<file path="config.mk">
export PLATFORM = sky130hd
export DESIGN_NAME = weight_load_sequencer
export DESIGN_NICKNAME = d
export VERILOG_FILES = /design/src/rtl/weight_load_sequencer.sv
export SDC_FILE = /design/constraint.sdc
export NUM_CORES = 1
export LEC_CHECK = 0
export CELL_PAD_IN_SITES_DETAIL_PLACEMENT = 1
export CELL_PAD_IN_SITES_GLOBAL_PLACEMENT = 2
export CORE_MARGIN = 10
export CORE_UTILIZATION = 20
export DETAILED_ROUTE_END_ITERATION = 8
export PLACE_DENSITY = 0.95
export SLEW_MARGIN = 20
export SYNTH_ARGS = -nofsm -noshare
export SYNTH_HDL_FRONTEND = slang
export SYNTH_SLANG_ARGS = --single-unit
export TNS_END_PERCENT = 50
</file>
<file path="constraint.sdc">
create_clock -name clk -period 3.6 [get_ports clk]
set_input_delay 0.72 -clock clk [delete_from_list [all_inputs] [get_ports clk]]
set_output_delay 0.72 -clock clk [all_outputs]
set_load 0.01 [all_outputs]
</file>
<file path="src/rtl/weight_load_sequencer.sv">
// Weight-tile load sequencer: streams one weight row per cycle out of the
// weight buffer into the array preload registers, then broadcasts a single
// load_weight pulse once the array reports idle.
//
// state     | meaning
// ----------+---------------------------------------------------------------
// IDLE      | waiting for start; an illegal num_rows gives a one-cycle err
// READ      | one buffer read per cycle, rows 0..num_rows-1
// WAIT_LOAD | last preload strobe in flight, then wait for array_idle
// DONE      | one-cycle done pulse; a new start may be accepted here
module weight_load_sequencer #(
  parameter int MATRIX_WIDTH = 4,
  parameter int BYTE_WIDTH   = 9,
  parameter int ADDR_WIDTH   = 8,
  localparam int CNT_W       = $clog2(MATRIX_WIDTH) + 1,
  localparam int DATA_W      = MATRIX_WIDTH * BYTE_WIDTH
) (
  input  logic                    clk,
  input  logic                    rst,
  input  logic                    start,
  input  logic [ADDR_WIDTH-1:0]   base_addr,
  input  logic [CNT_W-1:0]        num_rows,
  input  logic                    array_idle,
  output logic                    buf_rd_en,
  output logic [ADDR_WIDTH-1:0]   buf_rd_addr,
  input  logic [DATA_W-1:0]       buf_rd_data,
  output logic [DATA_W-1:0]       weight_out,
  output logic [MATRIX_WIDTH-1:0] preload_row,
  output logic                    load_weight,
  output logic                    busy,
  output logic                    done,
  output logic                    err
);

  typedef enum logic [1:0] {
    IDLE      = 2'd0,
    READ      = 2'd1,
    WAIT_LOAD = 2'd2,
    DONE      = 2'd3
  } state_t;

  state_t                  state_q;
  logic [CNT_W-1:0]        row_cnt_q;
  logic [CNT_W-1:0]        rows_q;
  logic [ADDR_WIDTH-1:0]   rd_addr_q;
  logic                    rd_en_q;
  logic [MATRIX_WIDTH-1:0] preload_q;
  logic                    first_wait_q;
  logic                    busy_q;
  logic                    done_q;
  logic                    err_q;

  logic                    rows_ok_d;
  logic                    last_row_d;
  logic                    load_fire_d;

  // Command legality and per-cycle decode used by the FSM and the load pulse.
  always_comb begin
    rows_ok_d   = (num_rows != '0) && (num_rows <= CNT_W'(MATRIX_WIDTH));
    last_row_d  = (row_cnt_q == rows_q - CNT_W'(1));
    // The first WAIT_LOAD cycle carries the last preload strobe, so the load
    // pulse is held off for one cycle to keep the two from overlapping.
    // array_idle is used directly so the pulse lands in the first idle cycle.
    load_fire_d = (state_q == WAIT_LOAD) && !first_wait_q && array_idle;
  end

  // Sequencing FSM with registered read, preload and status outputs.
  always_ff @(posedge clk) begin
    if (rst) begin
      state_q      <= IDLE;
      row_cnt_q    <= '0;
      rows_q       <= '0;
      rd_addr_q    <= '0;
      rd_en_q      <= 1'b0;
      preload_q    <= '0;
      first_wait_q <= 1'b0;
      busy_q       <= 1'b0;
      done_q       <= 1'b0;
      err_q        <= 1'b0;
    end else begin
      err_q     <= 1'b0;
      done_q    <= 1'b0;
      preload_q <= '0;
      case (state_q)
        IDLE, DONE: begin
          state_q <= IDLE;
          if (start) begin
            if (rows_ok_d) begin
              state_q   <= READ;
              rows_q    <= num_rows;
              row_cnt_q <= '0;
              rd_addr_q <= base_addr;
              rd_en_q   <= 1'b1;
              busy_q    <= 1'b1;
            end else begin
              err_q <= 1'b1;
            end
          end
        end
        READ: begin
          // The preload strobe trails the read by one cycle, matching the
          // buffer's read latency so the row lands with its data.
          preload_q <= MATRIX_WIDTH'(1) << row_cnt_q;
          if (last_row_d) begin
            state_q      <= WAIT_LOAD;
            rd_en_q      <= 1'b0;
            first_wait_q <= 1'b1;
          end else begin
            row_cnt_q <= row_cnt_q + CNT_W'(1);
            rd_addr_q <= rd_addr_q + ADDR_WIDTH'(1);
          end
        end
        WAIT_LOAD: begin
          first_wait_q <= 1'b0;
          if (load_fire_d) begin
            state_q <= DONE;
            busy_q  <= 1'b0;
            done_q  <= 1'b1;
          end
        end
        default: state_q <= IDLE;
      endcase
    end
  end

  assign buf_rd_en   = rd_en_q;
  assign buf_rd_addr = rd_addr_q;
  assign weight_out  = buf_rd_data;
  assign preload_row = preload_q;
  assign load_weight = load_fire_d;
  assign busy        = busy_q;
  assign done        = done_q;
  assign err         = err_q;

endmodule

</file>
==> report_table.html <==
<table>
<tr><th>Metric</th><th>Value</th></tr>
<tr><th colspan="2">Run status</th></tr>
<tr><td>Result of the run</td><td>complete, no violations</td></tr>
<tr><th colspan="2">STA</th></tr>
<tr><td>Max-slew violations</td><td>0</td></tr>
<tr><td>Achievable Freq</td><td>378.8 MHz</td></tr>
<tr><td>Total negative slack</td><td>0 ns</td></tr>
<tr><td>Share of the cycle needed by the critical path after routing</td><td>73.34%</td></tr>
<tr><td>Unrepaired setup endpoints after global routing</td><td>no</td></tr>
<tr><td>Finish-stage setup viols</td><td>0</td></tr>
<tr><td>Post-route worst hold slack</td><td>0.4882 ns</td></tr>
<tr><td>Max transition margin</td><td>59.36%</td></tr>
<tr><td>Final Worst Setup Slack</td><td>0.9598 ns</td></tr>
<tr><td>Number of hold violations in the final report</td><td>0</td></tr>
<tr><td>Worst-Margin Slew</td><td>0.6068 ns</td></tr>
<tr><td>Minimum clock period</td><td>2.640 ns</td></tr>
<tr><td>Clock skew after layout</td><td>0.01035 ns</td></tr>
<tr><th colspan="2">Clock network</th></tr>
<tr><td>Post-cts sizing count</td><td>0</td></tr>
<tr><td>Post-CTS setup buffer count</td><td>0</td></tr>
<tr><td>Hold buffers post-CTS</td><td>0</td></tr>
<tr><td>Clock insertion delay at the later pin of the skew report</td><td>0.28 ns</td></tr>
<tr><td>Clock tree sinks</td><td>25</td></tr>
<tr><td>Number of buffers added by the clock tree synthesis step</td><td>3</td></tr>
<tr><td>CTS max path bufs</td><td>2</td></tr>
<tr><td>Reg clk slew, reported paths</td><td>0.09 ns</td></tr>
<tr><td>Clock tree from TritonCTS</td><td>yes</td></tr>
<tr><td>Clock root buffer</td><td>clkbuf_8</td></tr>
<tr><td>Depth of the CTS H-tree</td><td>1</td></tr>
<tr><th colspan="2">Worst setup path</th></tr>
<tr><td>Chain of cells forming the critical path</td><td>clkdlybuf4s50_1, nand3b_1, inv_1, clkdlybuf4s50_1</td></tr>
<tr><td>CP Data Required Time</td><td>2.88 ns</td></tr>
<tr><td>Worst Setup Path Type</td><td>input port to output pin</td></tr>
<tr><td>Length in cells of the worst reg-to-reg path</td><td>6</td></tr>
<tr><td>CP max-delay cell</td><td>clkdlybuf4s50_1</td></tr>
<tr><td>Kind of start point of the critical path</td><td>input port</td></tr>
<tr><td>Cell repeated most along the worst path</td><td>clkdlybuf4s50_1</td></tr>
<tr><td>Worst Setup End Kind</td><td>output pin</td></tr>
<tr><td>Critical path's largest stage delay</td><td>0.54 ns</td></tr>
<tr><td>CP max FO</td><td>4</td></tr>
<tr><td>Crit path DAT</td><td>1.92 ns</td></tr>
<tr><th colspan="2">Power</th></tr>
<tr><td>Cell area power density</td><td>506.3 nW/um^2</td></tr>
<tr><td>IR Drop Worst-Case VDD</td><td>0.1224 mV</td></tr>
<tr><td>Total chip power</td><td>886.9 uW</td></tr>
<tr><td>Leakage power summed over all cells</td><td>0.6065 nW</td></tr>
<tr><th colspan="2">Routing</th></tr>
<tr><td>Routed wire per std cell</td><td>15.42 um</td></tr>
<tr><td>Length of routed met2 wiring</td><td>2.130 mm</td></tr>
<tr><td>Detailed router's first-iteration violation count</td><td>58</td></tr>
<tr><td>Number of vias in the routed layout</td><td>1315</td></tr>
<tr><td>Drt pass-1 iters</td><td>4</td></tr>
<tr><td>Drt drc</td><td>0</td></tr>
<tr><td>Wire length on met3</td><td>293 um</td></tr>
<tr><td>Routed via count divided by cell count</td><td>4.663</td></tr>
<tr><td>Routed WL</td><td>4.349 mm</td></tr>
<tr><td>Post-route met1 wirelength</td><td>1.803 mm</td></tr>
<tr><td>Post-DRT Antenna Nets</td><td>0</td></tr>
<tr><td>Uppermost routed layer</td><td>met4</td></tr>
<tr><th colspan="2">GRT</th></tr>
<tr><td>Via count of the first global-routing pass</td><td>1358</td></tr>
<tr><td>Wire length of the first global-routing pass</td><td>7.003 mm</td></tr>
<tr><td>Total routing usage reported by global routing</td><td>7.439%</td></tr>
<tr><td>Grt total ovfl</td><td>0</td></tr>
<tr><td>Initial antenna violation count</td><td>0</td></tr>
<tr><td>Largest net degree at the start of global routing</td><td>24</td></tr>
<tr><th colspan="2">Floorplanning</th></tr>
<tr><td>Die extent in x</td><td>108.5 um</td></tr>
<tr><td>Starting density of the core</td><td>20.36%</td></tr>
<tr><td>Core Rows</td><td>32</td></tr>
<tr><td>Die outline height</td><td>108.5 um</td></tr>
<tr><td>Total Die Area</td><td>11760 um^2</td></tr>
<tr><td>Core box area</td><td>7687 um^2</td></tr>
<tr><td>Num ports</td><td>104</td></tr>
<tr><th colspan="2">Final layout</th></tr>
<tr><td>Core occupancy in the finished layout</td><td>22.79%</td></tr>
<tr><td>Antenna diodes</td><td>0</td></tr>
<tr><td>Commonest cells after routing, fill and taps aside</td><td>31 x clkdlybuf4s50_1, 25 x dfxtp_1, 14 x nand2_1</td></tr>
<tr><td>Most common cell after layout, fill and taps aside</td><td>clkdlybuf4s50_1</td></tr>
<tr><td># fillers</td><td>924</td></tr>
<tr><td>Synthesis-to-finish area growth</td><td>11.91%</td></tr>
<tr><td>Share of final-layout standard cells stronger than drive strength 1</td><td>3.889%</td></tr>
<tr><td>Non-filler cells in the finished layout</td><td>282</td></tr>
<tr><td>Final nets</td><td>237</td></tr>
<tr><td>Total non-filler cell area in the finished layout</td><td>1752 um^2</td></tr>
<tr><th colspan="2">Synth</th></tr>
<tr><td>Compound-cell area share of the yosys netlist</td><td>20.38%</td></tr>
<tr><td>Nets in the synthesized netlist</td><td>244</td></tr>
<tr><td>Xor/xnor cell area share of the yosys netlist</td><td>2.558%</td></tr>
<tr><td>Count of yosys warnings during synthesis</td><td>0</td></tr>
<tr><td>Cell area after technology mapping</td><td>1565 um^2</td></tr>
<tr><td>Multiplexer share of the synthesized area</td><td>1.918%</td></tr>
<tr><td>Adder-cell share of the synthesized area</td><td>3.997%</td></tr>
<tr><td>Proportion of register bits with asynchronous set or reset after synthesis</td><td>0%</td></tr>
<tr><td>Number of enable flip-flop cells after synthesis</td><td>0</td></tr>
<tr><td>Distinct cells, synth</td><td>43</td></tr>
<tr><td>Number of instances in the synthesized netlist</td><td>188</td></tr>
<tr><td>Combinational family with the most area after synthesis</td><td>buffers and inverters</td></tr>
<tr><td>Post-synthesis sequential area ratio</td><td>31.97%</td></tr>
<tr><td>Most used flip-flop cell after synthesis</td><td>dfxtp_1</td></tr>
<tr><td>Synthesized area per cell</td><td>8.326 um^2</td></tr>
<tr><td>Simple-gate portion of the synthesized area</td><td>17.11%</td></tr>
<tr><td>Flip-flop and latch count after synthesis</td><td>25</td></tr>
<tr><th colspan="2">Placement</th></tr>
<tr><td>Final estimated routing congestion in global placement</td><td>0.7371</td></tr>
<tr><td>Number of buffers added on ports</td><td>31</td></tr>
<tr><td>Estimated wirelength of the detail-placed design</td><td>3.246 mm</td></tr>
<tr><td>Pre-CTS worst setup slack</td><td>0.9497 ns</td></tr>
<tr><td>Inst Count DP</td><td>278</td></tr>
<tr><td>Placed standard-cell area</td><td>1703 um^2</td></tr>
<tr><th colspan="2">Run</th></tr>
<tr><td>Max capacitance violation total</td><td>0</td></tr>
<tr><th colspan="2">Worst hold path</th></tr>
<tr><td>Worst min-delay path class</td><td>flip-flop to flip-flop</td></tr>
<tr><td>Number of stages on the worst hold path</td><td>2</td></tr>
</table>
==> registers in the layout, indices dropped and copies added (netlist names) <==
signal / cells
first_wait_q: 1
rows_q: 3
buf_rd_en: 1
preload_row: 4
err: 1
buf_rd_addr: 8
done: 1
state_q: 2
busy: 1
row_cnt_q: 3
==> metal layers <==
metal / track usage, % / vias up
met3: 2.082 / 13
met5: 0 / -
li1: - / 621
met1: 8.279 / 643
met2: 12.46 / 38
met4: 4.331 / 0
==> kinds of logic (layout without fill, tap and decap cells) <==
group                    Yosys count  after routing
AO/OA/AOI/OAI                     47             47
adder cells (fa/ha/maj)            5              5
buffers and inverters             54             46
flip-flops                        25             25
XOR/XNOR                           3              3
AND/OR/NAND/NOR                   51             51
multiplexers                       3              3
==> cell type report <==
cell class	count	area, um^2	area share, %
Tap cell	102	127.6	7.286
Inverter	10	37.54	2.143
Sequential cell	25	500.5	28.57
Clock buffer	3	41.29	2.357
Timing Repair Buffer	32	317.8	18.14
Multi-Input combinational cell	109	719.4	41.07
Clock inverter	1	7.507	0.4286
==> worst paths after layout <==
kind	from	slack [ns]	end
max	array_idle	0.96	load_weight
min	first_wait_q$_SDFFE_PP0P_	0.49	first_wait_q$_SDFFE_PP0P_
max reg2reg	state_q[1]$_SDFFE_PP0P_	1.22	row_cnt_q[0]$_SDFFE_PP0P_
min reg2reg	first_wait_q$_SDFFE_PP0P_	0.49	first_wait_q$_SDFFE_PP0P_
==> critical path: cells and delay by family <==
| kind | cells | cell delay (ns) |
|---|---|---|
| AND/OR/NAND/NOR | 1 | 0.12 |
| buffers and inverters | 3 | 1.08 |
==> Yosys cell counts (all sizes together), types with 4 or more instances <==
cell	count	share of area [%]
inv	9	2.2
clkbuf	7	1.7
nor3	4	1.3
o21ai	10	3.2
nand3	4	1.3
o32ai	5	2.8
buf	37	18
nand2	14	3.4
dfxtp	25	32
a21oi	11	3.5
a31oi	4	1.6
ha	5	4.0
and3	4	1.6
nor2	8	1.9
==> where the power goes <==
group | internal, mW | total [mW] | switching [mW]
combinational | 0.159 | 0.353 | 0.194
clock | 0.0788 | 0.178 | 0.0992
sequential | 0.317 | 0.356 | 0.0385
Power figures use the tool's default switching activity.
